$ cat config.mk
export PLATFORM = sky130hd
export DESIGN_NAME = control_pipe_flat
export DESIGN_NICKNAME = d
export VERILOG_FILES = /design/src/rtl/control_pipe_if.sv /design/src/rtl/control_pipe.sv /design/src/flat_wrapper.sv
export SDC_FILE = /design/constraint.sdc
export NUM_CORES = 1
export LEC_CHECK = 0
export ABC_AREA = 1
export CAP_MARGIN = 20
export CELL_PAD_IN_SITES_DETAIL_PLACEMENT = 1
export CELL_PAD_IN_SITES_GLOBAL_PLACEMENT = 2
export CORE_MARGIN = 8
export CORE_UTILIZATION = 28
export CTS_BUF_LIST = sky130_fd_sc_hd__clkbuf_16
export CTS_CLUSTER_DIAMETER = 100
export CTS_CLUSTER_SIZE = 12
export DETAILED_ROUTE_END_ITERATION = 12
export HOLD_SLACK_MARGIN = 0.06
export PLACE_DENSITY = 0.79
export SETUP_SLACK_MARGIN = 0.2
export SLEW_MARGIN = 20
export SYNTH_ARGS = -nofsm -noshare
export SYNTH_HDL_FRONTEND = slang
export SYNTH_SLANG_ARGS = --single-unit
$ cat constraint.sdc
create_clock -name clk -period 2.24 [get_ports clk]
set_input_delay 0.448 -clock clk [delete_from_list [all_inputs] [get_ports clk]]
set_output_delay 0.448 -clock clk [all_outputs]
set_load 0.005 [all_outputs]
$ cat src/rtl/control_pipe_if.sv
// Bus between the decode/datapath side and control_pipe.
//   master: drives the ID-stage control bundles, register fields and mem_zero;
//           receives the staged bundles, destination registers and the
//           pc/ifid enables and branch/flush strobes.
//   slave : the mirror view, used by control_pipe.
interface control_pipe_if;
   logic       id_valid;
   logic [2:0] id_ex;
   logic [2:0] id_m;
   logic [1:0] id_wb;
   logic [4:0] id_rs;
   logic [4:0] id_rt;
   logic [4:0] id_rd;
   logic       mem_zero;

   logic [2:0] ex_ctrl;
   logic [4:0] ex_rt;
   logic [4:0] ex_dst;
   logic [2:0] mem_ctrl;
   logic [4:0] mem_dst;
   logic [1:0] wb_ctrl;
   logic [4:0] wb_dst;
   logic       pc_write;
   logic       ifid_write;
   logic       branch_taken;
   logic       flush;

   modport master (
      output id_valid, id_ex, id_m, id_wb, id_rs, id_rt, id_rd, mem_zero,
      input  ex_ctrl, ex_rt, ex_dst, mem_ctrl, mem_dst, wb_ctrl, wb_dst,
      input  pc_write, ifid_write, branch_taken, flush
   );

   modport slave (
      input  id_valid, id_ex, id_m, id_wb, id_rs, id_rt, id_rd, mem_zero,
      output ex_ctrl, ex_rt, ex_dst, mem_ctrl, mem_dst, wb_ctrl, wb_dst,
      output pc_write, ifid_write, branch_taken, flush
   );
endinterface

$ cat src/rtl/control_pipe.sv
// Carries the decoded EX/M/WB control bundles through ID/EX, EX/MEM and
// MEM/WB, detects load-use hazards (one-cycle bubble), resolves branches in
// MEM (squashing ID and EX), and keeps saturating stall/flush counters.
// Ports:
//   clk, rst_n  : clock, asynchronous active-low reset
//   bus (slave) : ID-stage bundles in; staged bundles, dst fields,
//                 pc_write/ifid_write, branch_taken/flush out
//   stall_cnt   : saturating count of load-use stall cycles
//   flush_cnt   : saturating count of taken branches
module control_pipe #(
   parameter int unsigned CNT_W = 16
) (
   input  logic             clk,
   input  logic             rst_n,
   control_pipe_if.slave    bus,
   output logic [CNT_W-1:0] stall_cnt,
   output logic [CNT_W-1:0] flush_cnt
);

   localparam logic [CNT_W-1:0] CNT_MAX = '1;

   typedef struct packed {
      logic [2:0] ex;
      logic [2:0] m;
      logic [1:0] wb;
      logic [4:0] rt;
      logic [4:0] rd;
   } idex_t;

   typedef struct packed {
      logic [2:0] m;
      logic [1:0] wb;
      logic [4:0] dst;
   } exmem_t;

   typedef struct packed {
      logic [1:0] wb;
      logic [4:0] dst;
   } memwb_t;

   idex_t            idex_q,  idex_d;
   exmem_t           exmem_q, exmem_d;
   memwb_t           memwb_q, memwb_d;
   logic [CNT_W-1:0] stall_cnt_q, stall_cnt_d;
   logic [CNT_W-1:0] flush_cnt_q, flush_cnt_d;

   idex_t            id_bundle;
   logic [4:0]       ex_dst_c;
   logic             stall_c;
   logic             taken_c;

   // Hazard detection, branch resolution and next-state of all stage registers
   always_comb begin
      id_bundle   = '0;
      idex_d      = '0;
      exmem_d     = '0;
      memwb_d     = '0;
      stall_cnt_d = stall_cnt_q;
      flush_cnt_d = flush_cnt_q;

      // An empty IF/ID slot enters the pipe exactly like a bubble
      if (bus.id_valid) begin
         id_bundle = '{ex: bus.id_ex, m: bus.id_m, wb: bus.id_wb,
                       rt: bus.id_rt, rd: bus.id_rd};
      end

      ex_dst_c = idex_q.ex[2] ? idex_q.rd : idex_q.rt;

      stall_c = idex_q.m[1] & bus.id_valid & (idex_q.rt != 5'd0) &
                ((idex_q.rt == bus.id_rs) | (idex_q.rt == bus.id_rt));
      taken_c = exmem_q.m[2] & bus.mem_zero;

      // MEM/WB always advances, even for a resolving branch
      memwb_d = '{wb: exmem_q.wb, dst: exmem_q.dst};

      if (taken_c) begin
         // Squash ID and EX; the flush overrides any concurrent stall
         idex_d  = '0;
         exmem_d = '0;
         if (flush_cnt_q != CNT_MAX) flush_cnt_d = flush_cnt_q + CNT_W'(1);
      end else begin
         exmem_d = '{m: idex_q.m, wb: idex_q.wb, dst: ex_dst_c};
         if (stall_c) begin
            idex_d = '0;
            if (stall_cnt_q != CNT_MAX) stall_cnt_d = stall_cnt_q + CNT_W'(1);
         end else begin
            idex_d = id_bundle;
         end
      end
   end

   // Stage and counter registers
   always_ff @(posedge clk or negedge rst_n) begin
      if (!rst_n) begin
         idex_q      <= '0;
         exmem_q     <= '0;
         memwb_q     <= '0;
         stall_cnt_q <= '0;
         flush_cnt_q <= '0;
      end else begin
         idex_q      <= idex_d;
         exmem_q     <= exmem_d;
         memwb_q     <= memwb_d;
         stall_cnt_q <= stall_cnt_d;
         flush_cnt_q <= flush_cnt_d;
      end
   end

   assign bus.ex_ctrl      = idex_q.ex;
   assign bus.ex_rt        = idex_q.rt;
   assign bus.ex_dst       = ex_dst_c;
   assign bus.mem_ctrl     = exmem_q.m;
   assign bus.mem_dst      = exmem_q.dst;
   assign bus.wb_ctrl      = memwb_q.wb;
   assign bus.wb_dst       = memwb_q.dst;
   assign bus.pc_write     = ~stall_c | taken_c;
   assign bus.ifid_write   = ~stall_c | taken_c;
   assign bus.branch_taken = taken_c;
   assign bus.flush        = taken_c;
   assign stall_cnt        = stall_cnt_q;
   assign flush_cnt        = flush_cnt_q;

endmodule

$ cat src/flat_wrapper.sv
// flat-port wrapper written by rule: the top's interface ports become plain ports
module control_pipe_flat 
#(
   parameter int unsigned CNT_W = 16
)
  (clk, rst_n, stall_cnt, flush_cnt, bus_id_valid, bus_id_ex, bus_id_m, bus_id_wb, bus_id_rs, bus_id_rt, bus_id_rd, bus_mem_zero, bus_ex_ctrl, bus_ex_rt, bus_ex_dst, bus_mem_ctrl, bus_mem_dst, bus_wb_ctrl, bus_wb_dst, bus_pc_write, bus_ifid_write, bus_branch_taken, bus_flush);
  control_pipe_if bus_i ();
  input  logic clk;
  input  logic rst_n;
  output logic [CNT_W-1:0] stall_cnt;
  output logic [CNT_W-1:0] flush_cnt;
  input wire logic [$bits(bus_i.id_valid)-1:0] bus_id_valid;
  input wire logic [$bits(bus_i.id_ex)-1:0] bus_id_ex;
  input wire logic [$bits(bus_i.id_m)-1:0] bus_id_m;
  input wire logic [$bits(bus_i.id_wb)-1:0] bus_id_wb;
  input wire logic [$bits(bus_i.id_rs)-1:0] bus_id_rs;
  input wire logic [$bits(bus_i.id_rt)-1:0] bus_id_rt;
  input wire logic [$bits(bus_i.id_rd)-1:0] bus_id_rd;
  input wire logic [$bits(bus_i.mem_zero)-1:0] bus_mem_zero;
  output wire logic [$bits(bus_i.ex_ctrl)-1:0] bus_ex_ctrl;
  output wire logic [$bits(bus_i.ex_rt)-1:0] bus_ex_rt;
  output wire logic [$bits(bus_i.ex_dst)-1:0] bus_ex_dst;
  output wire logic [$bits(bus_i.mem_ctrl)-1:0] bus_mem_ctrl;
  output wire logic [$bits(bus_i.mem_dst)-1:0] bus_mem_dst;
  output wire logic [$bits(bus_i.wb_ctrl)-1:0] bus_wb_ctrl;
  output wire logic [$bits(bus_i.wb_dst)-1:0] bus_wb_dst;
  output wire logic [$bits(bus_i.pc_write)-1:0] bus_pc_write;
  output wire logic [$bits(bus_i.ifid_write)-1:0] bus_ifid_write;
  output wire logic [$bits(bus_i.branch_taken)-1:0] bus_branch_taken;
  output wire logic [$bits(bus_i.flush)-1:0] bus_flush;
  assign bus_i.id_valid = bus_id_valid;
  assign bus_i.id_ex = bus_id_ex;
  assign bus_i.id_m = bus_id_m;
  assign bus_i.id_wb = bus_id_wb;
  assign bus_i.id_rs = bus_id_rs;
  assign bus_i.id_rt = bus_id_rt;
  assign bus_i.id_rd = bus_id_rd;
  assign bus_i.mem_zero = bus_mem_zero;
  assign bus_ex_ctrl = bus_i.ex_ctrl;
  assign bus_ex_rt = bus_i.ex_rt;
  assign bus_ex_dst = bus_i.ex_dst;
  assign bus_mem_ctrl = bus_i.mem_ctrl;
  assign bus_mem_dst = bus_i.mem_dst;
  assign bus_wb_ctrl = bus_i.wb_ctrl;
  assign bus_wb_dst = bus_i.wb_dst;
  assign bus_pc_write = bus_i.pc_write;
  assign bus_ifid_write = bus_i.ifid_write;
  assign bus_branch_taken = bus_i.branch_taken;
  assign bus_flush = bus_i.flush;
  control_pipe #(.CNT_W(CNT_W)) u_core (.clk(clk), .rst_n(rst_n), .bus(bus_i), .stall_cnt(stall_cnt), .flush_cnt(flush_cnt));
endmodule
==> metrics.cfg <==
[hold_path]
holdPathStages = 0
worstHoldPathType = flip-flop to flip-flop

[final_layout]
num_antenna_cells = 0
instances_no_fill = 732
nNetsFinal = 584
fin_area_sq_um = 5090
area_delta_synth_final_pct = 40.3
final_layout_size_suffix_gt1_share_pct = 17.3

[clock_tree]
htreeDepth = 3
clock_sinks = 67
numCtsBuffers = 9
clock_path_buffers = 2
ctsRootBufferMaster = clkbuf_16
worstSkewPairLatency_ns = 0.34
cts_tree = built
clk_pin_slew_ns = 0.06

[die]
core_sq_um = 12600
dieArea_sq_um = 16900
rows = 41
start_util_pct = 28.8
fp.dieH_microns = 130
io_pins = 91
chipWidth_microns = 130

[pwr]
leakagePower_nw = 2.38
power.density_nw_per_um2 = 697
internal-power_mw = 2.54
pwr-share-clk_pct = 40.8
pwr-share-seq_pct = 40.7
power.share.combinational_pct = 18.5
switchingPower_mw = 1.02
ir_drop_v = 0.000292
switching_share_pct = 28.6

[sta]
setup_viol_count_final = 0
slew_violations = 0
period_share_pct = 89.7
hold_viol = 0
finalClockSkew_ns = 0.00993
worstMarginPinSlew_ns = 0.654
whs_ns = 0.352
slew_headroom_pct = 56.3
max_freq_mhz = 498
rsz0062_at_grt = true
period_minus_slack_ns = 2.01

[place]
gp_congestion = 0.793
port_buffers = 90
dp_cells = 706
placed_area_sq_um = 4690
post-dp-hpwl_microns = 8480

[worst_setup_path]
path_cells = nand2_1 -> nand2_1 -> nor2_2 -> nand3_2 -> a21oi_4 -> nand2_2 -> buf_2
slowest_delay_ns = 0.47
cp-start-kind = flip-flop
cp_slowest_cell = dfrtp_2
cpMostUsedCell = nand2_1
critPathKind = flip-flop to output port
end_kind = output port
critPathRequiredTime_ns = 1.79
rr_worst_depth = 11
critical_path_arrival_ns = 1.56
path_max_fanout = 6

[yosys]
async_reset_ff_share_pct = 100
ys_top_cells_by_area = dfrtp_1 46%, nand2_1 16%, nor2_1 5.4%
netlist_area_sq_um = 3630
synth_nets = 482
synth.distinct_cells = 28
synthCells = 453
yosysWarnings = 0
synth_seq_cells = 67
yosysSeqAreaShare_pct = 46.2
avgSynthCellArea_sq_um = 8.01
synth-edff-count = 0
synth_top_area_cell = dfrtp_1
synth_top_area_share_pct = 46.2
synth_ff_type = dfrtp_1

[global_route]
grt_pass1_wl_microns = 18800
antenna_found_initial = 0
met3_usage_pct = 5.75
gr-total-overflow = 0
grt_pass1_vias = 3630
met2_usage_pct = 23.5
grt_max_degree = 31
top_usage_layer = met2
track_usage_pct = 14.3
met1_usage_pct = 16.6

[detailed_routing]
vias_per_cell = 4.49
wl_microns = 11300
drtIter0Drc = 116
routedWlPerCell_microns = 15.5
vias = 3290
drtPass1Iterations = 4
drc = 0
ant_nets = 0

[run]
maxCapViolCount = 0

[run_status]
outcome = complete, no violations

-- cells by family after synthesis --
| logic type | count (synthesis) | synth area share, % |
|---|---|---|
| flops | 67 | 46.2 |
| fa+ha+maj | 2 | 0.690 |
| xor+xnor | 22 | 5.31 |
| compound gates | 17 | 3.48 |
| buf+inv | 69 | 10.0 |
| simple gates | 276 | 34.3 |
-- final timing paths --
kind / start / end / slack, ns
min in group asynchronous: rst_n / u_core.bus.mem_dst[3]$_DFF_PN0_ / 0.58
max: u_core.bus.ex_rt[2]$_DFF_PN0_ / bus_pc_write / 0.23
min: u_core.exmem_q[6]$_DFF_PN0_ / u_core.bus.wb_ctrl[1]$_DFF_PN0_ / 0.35
max in group asynchronous: rst_n / u_core.bus.ex_rt[1]$_DFF_PN0_ / 1.14
min reg2reg: u_core.exmem_q[6]$_DFF_PN0_ / u_core.bus.wb_ctrl[1]$_DFF_PN0_ / 0.35
max reg2reg: u_core.bus.ex_rt[2]$_DFF_PN0_ / u_core.stall_cnt[1]$_DFFE_PN0P_ / 0.40
-- power by group through the flow --
| stage | Combinational [mW] | Sequential, mW | Clock, mW |
|---|---|---|---|
| after floorplan | 0.306 | 1.44 | 0 |
| after global placement | 0.641 | 1.46 | 0 |
| after detailed placement | 0.656 | 1.47 | 0 |
| after CTS | 0.664 | 1.45 | 1.49 |
| after global routing | 0.733 | 1.46 | 1.54 |
| final | 0.658 | 1.45 | 1.45 |
-- final cells by class --
cell class,count,area (sq um)
multi-input cells,317,1620
inverters,42,158
well taps,172,215
flip-flops and latches,67,1680
fillers,1582,7530
repair buffers,118,1110
clock buffers,9,225
clock inverters,7,76.3
-- cells in the mapped netlist, types with 2 or more instances --
cell type and count:
inv_2 6, nor2_4 4, inv_1 36, nor2_2 2, xnor2_1 11, xor2_1 11, nand3_2 3, o21ai_2 7
nor3_1 6, nand2_1 158, buf_4 19, dfrtp_1 67, ha_1 2, nand2_2 6, a21oi_1 5, buf_2 3
nand3_4 2, buf_6 4, nand3_1 15, nor2_1 52, nand4_1 26, o21ai_0 2
-- metal layers --
layer / wire, microns / up-vias
met5: 0 / -
met4: 153 / 0
met3: 704 / 12
met2: 5470 / 65
met1: 5010 / 1601
li1: - / 1612
-- state kept, by name, summed over array words and instances, names as in the netlist --
name                 count
u_core.flush_cnt        16
u_core.bus.mem_ctrl      3
u_core.bus.ex_rt         5
u_core.bus.wb_ctrl       2
u_core.idex_q           10
u_core.bus.wb_dst        5
u_core.stall_cnt        16
u_core.bus.mem_dst       5
u_core.bus.ex_ctrl       3
u_core.exmem_q           2
-- through the flow --
stage,total power [mW],setup TNS (ns),util [%],worst slack [ns]
detailed placement,2.12,-0.689,37.2,-0.344
floorplan,1.75,0,-,0.345
global route,3.74,0,40.4,0.127
finish,3.55,0,40.4,0.231
global placement,2.10,-0.556,37.2,-0.278
CTS,3.60,0,39.9,0.195
-- repair_timing --
action | CTS | global route
pin swaps | 10 | 6
hold buffers | 1 | 0
endpoints found under the hold margin | 3 | 0
gates resized for setup | 32 | 11
setup endpoints to repair | 9 | 4
buffers inserted | 5 | 4
-- critical path, delay by kind of cell (launching register included) --
kind	cells	cell delay (ns)
AND/OR/NAND/NOR	5	0.46
buffers and inverters	1	0.13
flip-flops	1	0.47
AO/OA/AOI/OAI	1	0.16
-- cell usage in the layout (no fill, tap or decap), types with 11 or more instances in the layout --
master	n
buf_4	25
clkdlybuf4s50_1	70
dfrtp_1	61
dlygate4sd2_1	14
inv_1	35
nand2_1	154
nand3_1	14
nand4_1	26
nor2_1	48
xor2_1	11
Note: power is estimated with default switching activity, not from simulation.
